--- config.mk ---
export PLATFORM = sky130hd
export DESIGN_NAME = if_stage
export DESIGN_NICKNAME = d
export VERILOG_FILES = /design/src/rtl/if_stage.sv
export SDC_FILE = /design/constraint.sdc
export NUM_CORES = 1
export LEC_CHECK = 0
export ABC_AREA = 1
export CORE_MARGIN = 4
export CORE_UTILIZATION = 45
export DETAILED_ROUTE_END_ITERATION = 8
export GPL_TIMING_DRIVEN = 0
export PLACE_DENSITY = 0.76
export RECOVER_POWER = 25
export SYNTH_ARGS = -nofsm -noshare
export SYNTH_HDL_FRONTEND = slang
export SYNTH_SLANG_ARGS = --single-unit
--- constraint.sdc ---
create_clock -name i_clk -period 5.07 [get_ports i_clk]
set_input_delay 0.7605 -clock i_clk [delete_from_list [all_inputs] [get_ports i_clk]]
set_output_delay 0.7605 -clock i_clk [all_outputs]
set_load 0.05 [all_outputs]
--- src/rtl/if_stage.sv ---
// Instruction-fetch stage: owns the PC, drives the instruction memory address and fills IF/ID.
// Optional IF_PERF_CNT_EN adds fetch and bubble event counters.
module if_stage #(
  parameter logic [31:0] RESET_PC = 32'h0000_0000,
  parameter logic [31:0] NOP_INST = 32'h0000_0000
) (
  input  logic        i_clk,
  input  logic        i_rst,
  input  logic        i_stall,
  input  logic        i_flush,
  input  logic        i_redirect_valid,
  input  logic [31:0] i_redirect_pc,
  output logic [31:0] o_imem_addr,
  input  logic [31:0] i_imem_inst,
  output logic [31:0] o_ifid_inst,
  output logic [31:0] o_ifid_pc,
  output logic [31:0] o_ifid_pc4,
  output logic        o_ifid_valid
`ifdef IF_PERF_CNT_EN
  ,
  output logic [31:0] o_perf_fetch_cnt,
  output logic [31:0] o_perf_bubble_cnt
`endif
);

  logic [31:0] r_pc;
  logic [31:0] r_ifid_inst;
  logic [31:0] r_ifid_pc;
  logic [31:0] r_ifid_pc4;
  logic        r_ifid_valid;

  logic [31:0] w_pc_plus4;
  logic [31:0] w_pc_next;
  logic        w_bubble;
  logic        w_load;

  assign w_pc_plus4 = r_pc + 32'd4;

  // A redirect always squashes the wrong-path fetch and wins over a stall.
  always_comb begin
    w_pc_next = w_pc_plus4;
    w_bubble  = 1'b0;
    w_load    = 1'b0;
    if (i_redirect_valid) begin
      w_pc_next = {i_redirect_pc[31:2], 2'b00};
    end else if (i_stall) begin
      w_pc_next = r_pc;
    end
    if (i_flush || i_redirect_valid) begin
      w_bubble = 1'b1;
    end else if (!i_stall) begin
      w_load = 1'b1;
    end
  end

  always_ff @(posedge i_clk or posedge i_rst) begin
    if (i_rst) begin
      r_pc <= RESET_PC;
    end else begin
      r_pc <= w_pc_next;
    end
  end

  // Bubbles still record the squashed PC so a waveform shows where fetch was.
  always_ff @(posedge i_clk or posedge i_rst) begin
    if (i_rst) begin
      r_ifid_inst  <= NOP_INST;
      r_ifid_pc    <= 32'h0000_0000;
      r_ifid_pc4   <= 32'h0000_0000;
      r_ifid_valid <= 1'b0;
    end else if (w_bubble) begin
      r_ifid_inst  <= NOP_INST;
      r_ifid_pc    <= r_pc;
      r_ifid_pc4   <= w_pc_plus4;
      r_ifid_valid <= 1'b0;
    end else if (w_load) begin
      r_ifid_inst  <= i_imem_inst;
      r_ifid_pc    <= r_pc;
      r_ifid_pc4   <= w_pc_plus4;
      r_ifid_valid <= 1'b1;
    end
  end

  assign o_imem_addr  = r_pc;
  assign o_ifid_inst  = r_ifid_inst;
  assign o_ifid_pc    = r_ifid_pc;
  assign o_ifid_pc4   = r_ifid_pc4;
  assign o_ifid_valid = r_ifid_valid;

`ifdef IF_PERF_CNT_EN
  logic [31:0] r_perf_fetch_cnt;
  logic [31:0] r_perf_bubble_cnt;

  // Every edge is exactly one of: real fetch, or bubble/stall hold.
  always_ff @(posedge i_clk or posedge i_rst) begin
    if (i_rst) begin
      r_perf_fetch_cnt  <= 32'h0000_0000;
      r_perf_bubble_cnt <= 32'h0000_0000;
    end else if (w_load) begin
      r_perf_fetch_cnt  <= r_perf_fetch_cnt + 32'd1;
    end else begin
      r_perf_bubble_cnt <= r_perf_bubble_cnt + 32'd1;
    end
  end

  assign o_perf_fetch_cnt  = r_perf_fetch_cnt;
  assign o_perf_bubble_cnt = r_perf_bubble_cnt;
`endif

endmodule

==> summary.txt <==
Yosys
  • YS warnings: 0
  • Register area share after synthesis: 52.2%
  • Register bit total from synthesis: 123
  • Primary FF master, synth: dfrtp_1
  • Cells after Synth: 741
  • Unique masters post-synth: 26
  • Post-synth EDFFs: 0
  • Synth Cell Area: between 0.005 and 0.006 mm^2
  • Async S/R FF share, synth: 100%
  • Syn_area_per_cell: 7.95 um^2

CTS
  • CTS Hold Bufs: 0
  • Post-CTS Resized: 0
  • Worst-path clk slew: 0.05 ns
  • CTS tree: built
  • H-tree levels: 4
  • Clk sink count: 123
  • CTS root buffer: clkbuf_16
  • Total clock buffers created by CTS: 17
  • Postcts setup bufs: 0
  • CTS Buffer Depth: 2
  • Worst-Skew Late Latency: 0.42 ns

Detailed routing
  • DR vias: 5543
  • Pre-Repair DR Iteration Count: 5
  • Drt via density: 4.88
  • DRC viols: 0
  • Total Routed Length: 18200 um
  • Post-DR wirelength/cell: 16.0 um
  • ANT nets after route: 0
  • Initial DRC count: 364

Floorplanning
  • Die outline area: 0.0150 mm^2
  • Core area: between 0.01 and 0.015 mm^2
  • I/O pin count: between 150 and 200
  • Starting density of the core: 46.3%
  • Die W: 122 um
  • Die Height: approximately 120 um
  • Num rows: 41

Pwr
  • Total power: 3.26 mW
  • Power Dens Cells: 377 mW/mm^2
  • Reg power frac: 35.3%
  • Clk pwr share: 38.6%
  • Worst vdd ir: about 0.00021 V
  • Combinational Power Share: between 20% and 30%
  • Net Sw Frac: 33.0%
  • Sw power: 1.08 mW
  • P_leak: 4.15 nW
  • Int Power: 2.18 mW

Critical path
  • Crit-path cells: clkdlybuf4s50_1
  • Reg2reg setup slack: 3.29 ns
  • Crit-path leading delay family: buffers and inverters
  • Crit-path slowest cell: clkdlybuf4s50_1
  • Worst EP required: 4.31 ns
  • CP arrival: 1.79 ns
  • Worst path bufs/invs: 1
  • Peak fanout along the critical path: 7
  • Critical Path Source Type: flip-flop
  • CP Class: reg -> out
  • CP peak stage delay: 0.88 ns
  • CP Capture Type: primary output

Global route
  • First-pass GRT wire length: around 29000 um
  • Vias in the first global route: roughly 5500
  • Global route overflow: 0
  • Largest net degree at the start of global routing: 96
  • Initial antenna violation count: 0
  • GRT Total Usage: 25.1%

Timing
  • Final hold vios: 0
  • Relative slew slack: 8.51%
  • F_max: 0.393 GHz
  • Slack of the critical path: 2.52 ns
  • Post-layout min period: roughly 2.5 ns
  • Final setup viols: 0
  • Fin. max-slew vios: 0
  • Setup Skew: 0.00937 ns
  • Unrepaired setup endpoints after global routing: no
  • Slew at the pin with the worst max-slew slack: 1.36 ns
  • Period utilization: 50.2%

Layout
  • Post-layout util: 68.0%
  • ANT cells: 0
  • Layout cell share with drive strength beyond 1: 9.12%
  • Post-route insts no fill: 1137
  • Syn-to-layout area delta: 46.8%
  • Layout net count: 1024

Placement
  • Detailed Place HPWL: 13600 um
  • Dpl ws: 2.70 ns
  • PortBufs: 188
  • Cells after DPL: 1107
  • Placer Congestion: 0.880

Worst hold path
  • Tightest Hold Check Type: reg -> reg

Run status
  • Status: complete, no violations

Job
  • Max Cap Violations: 0
cell usage after synthesis, types with 3 or more instances:
master	n	area [um^2]
buf_4	13	97.6
nand2_2	5	31.3
xor2_1	11	96.3
o211ai_1	7	52.6
buf_2	8	40.0
o21ai_0	49	245
nor2_2	10	62.6
nand2_1	340	1280
inv_2	4	15.0
o21ai_1	4	20.0
buf_6	4	45.0
nor2_4	7	78.8
xor2_2	3	48.8
clkbuf_1	11	41.3
nor2_1	25	93.8
inv_1	58	218
nand3_1	48	240
dfrtp_1	123	3080
worst paths after layout:
kind | cells after the start | endpoint | startpoint
max | 1 | o_imem_addr[2] | o_imem_addr[2]
min | 2 | o_ifid_inst[0] | o_ifid_inst[0]
max reg2reg | 10 | o_ifid_pc4[26] | o_imem_addr[2]
min reg2reg | 2 | o_ifid_inst[0] | o_ifid_inst[0]
max in group asynchronous | 3 | o_ifid_pc[19] | i_rst
min in group asynchronous | 2 | o_ifid_inst[22] | i_rst
flip-flops by register name, indices dropped and copies added, names as in the netlist:
signal,flops
o_ifid_inst,32
o_ifid_pc4,30
o_ifid_pc,30
o_imem_addr,30
o_ifid_valid,1
power groups by stage:
stage | Sequential, mW | Combinational (mW) | Clock (mW)
after detailed placement | 1.17 | 0.853 | 0
final | 1.15 | 0.851 | 1.26
after floorplan | 1.49 | 0.198 | 0
after global placement | 1.16 | 0.844 | 0
after global routing | 1.17 | 0.902 | 1.33
after CTS | 1.15 | 0.858 | 1.27
final cells by class:
type	instances	area (um^2)
plain buffers	37	229
clock buffers	24	502
fillers	1114	4070
inverters	62	234
clock inverters	6	110
flip-flops and latches	123	3080
repair buffers	189	1910
well taps	172	215
multi-input cells	524	2370
cell families (layout without fill, tap and decap cells):
kind of cell	Yosys count	in the layout	synth area share, %
DFF	123	123	52.2
and+or+nand+nor	441	441	31.5
other	1	6	0.0636
adders and majority gates	1	1	0.212
buffers and inverters	99	318	7.83
xor gates and xnor gates	15	15	2.61
AOI/OAI and AO/OA	61	61	5.52
cell usage in the layout, fill, tap and decap left out, drive strengths merged:
master,n
nand2,347
bufinv,3
conb,6
ha,1
nor2,44
clkdlybuf4s50,187
clkinv,1
o21ai,53
o21bai,1
inv,61
buf,26
xor2,14
xnor2,1
and2,2
dfrtp,123
o211ai,7
nand3,48
clkinvlp,3
clkbuf,36
dlygate4sd3,1
per-stage QoR:
step           TNS (ns)  instance area [um^2]  hold WS, ns
3_3_place_gp     -95.58                  8010        0.453
4_1_cts               0                  8650        0.471
2_1_floorplan         0                  5910        0.750
6_report              0                  8650        0.466
5_1_grt               0                  8650        0.484
3_5_place_dp          0                  8040        0.458
per-layer routing:
layer / part of all wire (%) / global-route usage [%] / up-vias
li1: - / - / 2697
met1: 41 / 31.2 / 2593
met2: 47 / 40.6 / 217
met3: 9.4 / 8.53 / 36
met4: 2.4 / 9.87 / 0
met5: 0 / 0 / -
Power figures use the tool's default switching activity.
==> RTL change: new RTL, same settings <==
Build with the macro `IF_PERF_CNT_EN` defined.
--- a/src/rtl/if_stage.sv
+++ b/src/rtl/if_stage.sv
@@ -1,5 +1,7 @@
 // Instruction-fetch stage: owns the PC, drives the instruction memory address and fills IF/ID.
 // Optional IF_PERF_CNT_EN adds fetch and bubble event counters.
+`define IF_PERF_CNT_EN
+
 module if_stage #(
   parameter logic [31:0] RESET_PC = 32'h0000_0000,
   parameter logic [31:0] NOP_INST = 32'h0000_0000
Function (old outputs only; new: o_perf_bubble_cnt and o_perf_fetch_cnt): kept (Yosys induction, for registers that start in step).
==> RTL change against the original RTL <==
  * Critical path depth up 7
  * First-iteration DRC count up 47%
  * Final area up 48%
  * Worst setup slack got worse by 0.21 ns
  * Power is 35% higher
  * Utilization shrank 5.1 points
  * Via count grew 58%
  * Synthesized area grew 59%
  * Sequential cell count grew 64
  * Hold slack better by 0.018 ns
  * Routed wire length rose by 57%
==> RTL change: results (changes against the original RTL) <==
status: finished clean
Max stage delay on crit path: 0.68 ns (-0.20 ns)
largest net degree at the start of global routing: 43 (-55%)
CP Max Fanout: 10 (+3)
Synth Area in XOR/XNOR: 0.04494 (+0.01883)
min-delay src: o_ifid_pc[2]$_DFFE_PP0P_
DR WL met2: 13,000 µm (+51%)
met3 wire length: 2025 µm (+18%)
top cells by area, synth: dfrtp_1 (50%), nand2_1 (18%), nor2_1 (4.9%)
met2 Use GR: 0.3895 (-0.01655)
GRT met1 Usage: 0.3348 (+0.02327)
Worst VDD drop: 0.2819 mV (+32%)
Post-Synth Adder-Cell Area: 0.004013 (+0.001890)
worst slew pin tran: 1.406 ns (+0.04151 ns)
Synth Area in Compound Gates: 0.07170 (+0.01649)
Reg2Reg Depth: 8 (-2)
leakage dissipation: 5.912 nW (+43%)
GPL Wtd Cong: 0.9136 (+3.9%)
flops & latches, synth: 187 (+52%)
Metal-1 WL: 12,730 µm (+71%)
R2R Setup Slk: 3.17 ns (-0.12 ns)
R2R Path End: o_perf_fetch_cnt[18]$_DFFE_PP0P_
Final #Nets: 1,542 (+51%)
# clk buffers: 18 (-25%)
Inverters, non-clock: 122 (+97%)
Signal buffers: 293 (+30%)
RR Startpoint: o_perf_fetch_cnt[1]$_DFFE_PP0P_
Filler cells: 1,784 (+60%)
vias per cell: 5.014 (+2.8%)
worst clock skew: 0.01261 ns (+0.003242 ns)
DRT iter0 DRCs: 534 (+47%)
first-pass GRT wire length: 46,400 µm (+62%)
Crit path arrival time: 3.12 ns (+1.33 ns)
WL final: 28,560 µm (+57%)
number of port buffers: 252 (+34%)
Seq/Total Area, Yosys: 0.5003 (-0.02203)
clock slew at reported path FFs: 0.07 ns (+0.02 ns)
multi-input logic area: 3954 µm² (+67%)
Multi-input comb cells: 849 (+62%)
die area: 23,160 µm² (+54%)
Yosys cell types: 34 (+31%)
clk tree area frac: 0.04485 (-0.02589)
vias in the first global route: 8,726 (+60%)
Setup crit end: o_perf_fetch_cnt[1]$_DFFE_PP0P_
==> RTL change: changes by cell type in the layout (fill, tap and decap cells not counted), sizes merged, moves of 18 or more <==
cell / before / now
a22o: 0 / 32
nand2: 347 / 457
nor2: 44 / 140
clkdlybuf4s50: 187 / 250
inv: 61 / 127
dfrtp: 123 / 187
xnor2: 1 / 19
==> RTL change: tightest hold or removal path: stages, from the launching register on <==
cell,delay (ns)
dfrtp_1,0.34
nand2_1,0.05
o21ai_0,0.06
==> RTL change: per-stage QoR <==
step	setup WS, ns	std cells	power [mW]
final	2.315	1752	4.394
after global routing	2.074	1752	4.566
after CTS	2.496	1752	4.438
after detailed placement	2.404	1721	3.108
after global placement	0.3445	1717	3.083
after floorplan	1.903	1195	2.604
==> RTL change: power by group <==
| part | internal (mW) | switching [mW] |
|---|---|---|
| Combinational | 0.410 | 0.872 |
| Sequential | 1.64 | 0.149 |
| Clock | 0.704 | 0.624 |
